$ cat src/rtl/seg_pkg.sv
// Shared types and segment constants for the seven-segment readback monitor.
package seg_pkg;

    typedef logic [6:0] seg_t;

    // abcdefg, active-high, bit 6 = a ... bit 0 = g
    localparam seg_t SEG_HEX [0:15] = '{
        7'h7E, 7'h30, 7'h6D, 7'h79, 7'h33, 7'h5B, 7'h5F, 7'h70,
        7'h7F, 7'h7B, 7'h77, 7'h1F, 7'h4E, 7'h3D, 7'h4F, 7'h47
    };

    typedef enum logic {
        EMPTY  = 1'b0,
        LOCKED = 1'b1
    } state_e;

endpackage

$ cat src/rtl/seg_decode.sv
// Combinational seven-segment to hex digit decoder; anything outside the
// sixteen hex glyphs (including all-dark) is reported as illegal.
module seg_decode
    import seg_pkg::*;
(
    input  seg_t       seg_i,
    output logic [3:0] digit_o,
    output logic       legal_o
);

    always_comb begin
        digit_o = '0;
        legal_o = 1'b0;
        for (int i = 0; i < 16; i++) begin
            if (seg_i == SEG_HEX[i]) begin
                digit_o = 4'(i);
                legal_o = 1'b1;
            end
        end
    end

endmodule

$ cat src/rtl/seg_readback.sv
// Segment readback monitor: filters the two-digit display lines, decodes them
// back to a 6-bit count and checks that the count only steps by +1 or clears.
//
// state  | meaning
// EMPTY  | no legal count accepted since reset, value not valid
// LOCKED | value holds the last accepted count, sequence checks enabled
module seg_readback
    import seg_pkg::*;
#(
    parameter int STABLE_CYCLES  = 4,
    parameter bit SEG_ACTIVE_LOW = 1'b0
) (
    input  logic       clk,
    input  logic       clr,
    input  logic [6:0] seg1,
    input  logic [6:0] seg2,
    output logic [5:0] value,
    output logic       value_valid,
    output logic       update,
    output logic       seq_err,
    output logic       bad_pattern,
    output logic [7:0] err_count
);

    localparam logic [3:0] STABLE_C = 4'(STABLE_CYCLES);

    logic [13:0] sample_w;
    logic [13:0] s_q;
    logic [3:0]  cnt_q, cnt_d;
    logic        same_w;
    logic        accept_w;

    logic [3:0]  dig1_w, dig2_w;
    logic        legal1_w, legal2_w;
    logic        legal_w;
    logic [5:0]  n_w;
    logic [5:0]  value_inc_w;

    state_e      state_q, state_d;
    logic [5:0]  value_q, value_d;
    logic        load_w;
    logic        update_q, update_d;
    logic        seq_err_q, seq_err_d;
    logic        bad_q, bad_d;
    logic [7:0]  err_q, err_d;

    assign sample_w = SEG_ACTIVE_LOW ? ~{seg2, seg1} : {seg2, seg1};
    assign same_w   = (sample_w == s_q);

    // Accept fires on the one edge where the counter would reach the threshold.
    always_comb begin
        cnt_d = cnt_q;
        if (!same_w) begin
            cnt_d = '0;
        end else if (cnt_q < STABLE_C) begin
            cnt_d = cnt_q + 4'd1;
        end
    end

    assign accept_w = same_w && (cnt_q == STABLE_C - 4'd1);

    seg_decode u_dec1 (
        .seg_i   (s_q[6:0]),
        .digit_o (dig1_w),
        .legal_o (legal1_w)
    );

    seg_decode u_dec2 (
        .seg_i   (s_q[13:7]),
        .digit_o (dig2_w),
        .legal_o (legal2_w)
    );

    assign legal_w     = legal1_w && legal2_w && (dig2_w <= 4'd3);
    assign n_w         = {dig2_w[1:0], dig1_w};
    assign value_inc_w = value_q + 6'd1;

    always_ff @(posedge clk or negedge clr) begin
        if (!clr) begin
            state_q <= EMPTY;
        end else begin
            state_q <= state_d;
        end
    end

    always_comb begin
        state_d = state_q;
        if (state_q == EMPTY && accept_w && legal_w) begin
            state_d = LOCKED;
        end
    end

    always_comb begin
        value_valid = (state_q == LOCKED);
        load_w      = 1'b0;
        update_d    = 1'b0;
        seq_err_d   = 1'b0;
        bad_d       = 1'b0;
        if (accept_w) begin
            if (!legal_w) begin
                bad_d = 1'b1;
            end else if (state_q == EMPTY) begin
                load_w   = 1'b1;
                update_d = 1'b1;
            end else if (n_w != value_q) begin
                load_w    = 1'b1;
                update_d  = 1'b1;
                seq_err_d = (n_w != value_inc_w) && (n_w != 6'd0);
            end
        end
    end

    // seq_err and bad_pattern never coincide, so one increment covers both.
    assign value_d = load_w ? n_w : value_q;
    assign err_d   = ((seq_err_d || bad_d) && (err_q != 8'hFF)) ? err_q + 8'd1 : err_q;

    always_ff @(posedge clk or negedge clr) begin
        if (!clr) begin
            s_q       <= '0;
            cnt_q     <= '0;
            value_q   <= '0;
            update_q  <= 1'b0;
            seq_err_q <= 1'b0;
            bad_q     <= 1'b0;
            err_q     <= '0;
        end else begin
            s_q       <= sample_w;
            cnt_q     <= cnt_d;
            value_q   <= value_d;
            update_q  <= update_d;
            seq_err_q <= seq_err_d;
            bad_q     <= bad_d;
            err_q     <= err_d;
        end
    end

    assign value       = value_q;
    assign update      = update_q;
    assign seq_err     = seq_err_q;
    assign bad_pattern = bad_q;
    assign err_count   = err_q;

endmodule
$ cat config.mk
export PLATFORM = sky130hd
export DESIGN_NAME = seg_readback
export DESIGN_NICKNAME = d
export VERILOG_FILES = /design/src/rtl/seg_pkg.sv /design/src/rtl/seg_decode.sv /design/src/rtl/seg_readback.sv
export SDC_FILE = /design/constraint.sdc
export NUM_CORES = 1
export LEC_CHECK = 0
export BUFFER_PORTS_ARGS = -buffer_cell sky130_fd_sc_hd__buf_2
export CAP_MARGIN = 20
export CORE_ASPECT_RATIO = 0.8
export CORE_MARGIN = 2
export CORE_UTILIZATION = 37
export DETAILED_ROUTE_END_ITERATION = 12
export PLACE_DENSITY = 0.62
export SLEW_MARGIN = 10
export SYNTH_ARGS = -nofsm -noshare
export SYNTH_HDL_FRONTEND = slang
export SYNTH_SLANG_ARGS = --single-unit
$ cat constraint.sdc
create_clock -name clk -period 3 [get_ports clk]
set_input_delay 0.15 -clock clk [delete_from_list [all_inputs] [get_ports clk]]
set_output_delay 0.15 -clock clk [all_outputs]
set_load 0.01 [all_outputs]
==> results.md <==
* Layout Skew at approximately 15 ps
* Top cells by area, synth: dfrtp_1 37%, xor2_1 9.6%, buf_6 3.2%
* Fmax at 0.322 GHz
* Register area at between 900 and 1000 um2
* Initial Util at between 30% and 40%
* Synth top area share at 36.6%
* CTS max path bufs at 2
* Placed Area at roughly 2900 um2
* Initial antenna violation count at 0
* Vias at 2201
* Max-slew violations at 0
* Post-Syn Area at 2460 um2
* Routed WL at between 5000 and 6000 um
* Largest net degree at the start of global routing at 37
* DIE HEIGHT at 76.9 um
* Top Metal Used: met4
* Clock slew at reported path FFs at approximately 90 ps
* M1 WL at between 3000 and 4000 um
* R2R Path End: err_count[6]
* RSZ-0062 raised after global routing: yes
* Slew Limit Headroom at a little under half
* Failing checks: setup timing
* Crit path from: s_q[1]
* Sequential fraction of the synthesis area at 36.6%
* Power Total at between 1 and 1.5 mW
* PortBufs at 33
* Nets at 366
* Largest fanout on the critical path at 5
* Yosys cell types at 63
* Setup violations, final at 1
* Final critical-path share of the clock period at 104%
* Routed vias/inst at roughly 5
* Worst EP required at 3170 ps
* Max-Cap Viols at 0
* Num ports at 34
* Grt ovf at 0
* Most frequent cells in the layout: 58 x buf_4, 33 x buf_2, 25 x xor2_1
* CP arrival at ~3300 ps
* Worst setup margin at -110 ps
* Vias in the first global route at just over 2000
* Yosys reg bits at 36
* Design Area, Final at ~3400 um2
* Syn Nets at approximately 270
* Main synth FF type: dfrtp_1
* Die Area at between 7000 and 8000 um2
* First-pass GRT wire length at between 9000 and 10000 um
* WL met2 at 2560 um
* Cells after Synth at 250
* Antenna Cells at 0
* Core area at 6410 um2
* H-Tree Level Count at 2
* Initial drt markers at 104
* Critical Path Sink: err_count[6]
* Metal3 WL at about 210 um
* Die width at ~95 um
* Syn. warnings at 0
* Cell accounting for the most synthesized area: dfrtp_1
* Cell Rows at 26
* TritonCTS clock tree: done
* Least-Margin Pin Slew at 803 ps
* Gp weighted congestion at just over 0.8
* Num CTS Buffers at 5
* Hold Path Class: in2async
* Syn_area_per_cell at about 9.8 um2
* Tmin final at 3110 ps
* Post-synth EDFFs at 0
* Clock sink count at 36
* R2R Setup Slk at -110 ps
* Nature of the critical path endpoint: flip-flop
* Drt drc at 0
* Filler cells at between 500 and 600
* Setup TNS at -110 ps
* Post-synth ARST share at 100%
* Status: finished, violations left
* HPWL Detailed at between 4000 and 5000 um
* Worst Setup Path Type: reg2reg
* RR Startpoint: s_q[1]
* Routed length per instance at between 10 and 15 um
* First drt pass iteration count at 4
* Pwr dens at 313 nW/um2
* Leakage at around 1.6 nW
* Area grow syn2layout at 38.9%
* Most common cell after layout, fill and taps aside: buf_4
* Layout cells sized above 1 at about 43%
* Root Buffer: clkbuf_8
* Worst Reg-to-Reg Cells at 11
* Antenna Nets Post-Route at 0
* Worst-Skew Late Latency at ~290 ps
* Peak supply drop at roughly 0.00022 V
* Area of the multi-input gates at approximately 1500 um2
* Total track usage at between 10% and 20%
* Final Hold Vio Count at 0
* Crit start category: flip-flop
## cell families (layout without fill, tap and decap cells)
kind of cell	count (synthesis)	in the layout	synth area share, %
AO/OA/AOI/OAI	38	38	11.1
buffers and inverters	20	118	6.05
XOR/XNOR	35	35	12.5
multiplexers	8	8	3.76
flip-flops	36	36	36.6
adder cells (fa/ha/maj)	3	3	1.53
AND/OR/NAND/NOR	110	110	28.5
## worst min-delay path by stage
stage	depth (start not counted)	start	endpoint	slack, ps
detailed placement	1	seg1[2]	s_q[2]	280
global placement	1	clr	value[3]	280
floorplan	0	clr	bad_pattern	-150
global route	2	seg1[2]	s_q[2]	520
finish	2	clr	value[1]	480
CTS	2	clr	value[1]	510
## final cells by class
class | instances | share of cell area, %
flip-flops and latches | 36 | 26.8
repair buffers | 107 | 22.3
inverters | 3 | 0.329
well taps | 84 | 3.07
multi-input cells | 194 | 44.8
clock buffers | 7 | 2.52
clock inverters | 1 | 0.220
## worst max-delay path, stage by stage, from the launching register on
cell and delay, ps:
dfrtp_2 430, buf_4 160, and2_1 170, buf_4 140
o2111ai_1 70, nand4_1 260, xnor2_1 220, and4b_1 190
and4b_4 200, o41a_1 460, or4_1 420, mux2_4 260
## per-stage QoR
step | utilization, % | std cells | hold WS (ps) | setup WS, ps
5_1_grt | 53.4 | 432 | 523 | -208
3_3_place_gp | 46.0 | 397 | 278 | -104
3_5_place_dp | 46.0 | 397 | 284 | -166
6_report | 53.4 | 432 | 476 | -110
4_1_cts | 51.4 | 427 | 509 | -17.3
2_1_floorplan | - | 250 | -146 | 55.4
## power breakdown
part | switching (mW) | total, mW | internal (mW) | leakage, nW
combinational | 0.0794 | 0.181 | 0.101 | 1.11
sequential | 0.0232 | 0.519 | 0.496 | 0.459
clock | 0.182 | 0.369 | 0.187 | 0.0445
total | 0.285 | 1.07 | 0.784 | 1.62
## flip-flops by register name, summed over array words and instances (netlist names)
signal       cells
bad_pattern      1
cnt_q            4
err_count        8
s_q             14
seq_err          1
update           1
value            6
value_valid      1
## repair_timing
| action | in CTS | in global routing |
|---|---|---|
| pin swaps | 6 | 5 |
| setup endpoints to repair | 5 | 8 |
| endpoints found under the hold margin | 50 | 0 |
| buffers inserted | 7 | 5 |
| hold buffers | 15 | 0 |
| resized for setup | 17 | 22 |
## cell usage after synthesis (3+ instances only)
cell type,count
a21oi_1,9
nand2_1,19
nor2_1,15
xor2_1,27
nand3b_1,6
buf_6,7
buf_2,5
nor3_1,7
dfrtp_1,36
o21ai_0,5
mux2_2,6
nand4_1,4
nand3_1,8
buf_4,4
nor4_1,6
nor4b_1,6
inv_1,3
xnor2_1,8
and4b_1,4
or3_1,3
ha_1,3
and3b_1,4
and3_1,3
## metal layers
layer | vias to the layer above | global-route usage (%)
met5 | - | 0
met4 | 0 | 3.48
met3 | 2 | 3.24
met2 | 38 | 23.6
met1 | 1054 | 25.8
li1 | 1107 | -
(Power assumes the default switching activity.)
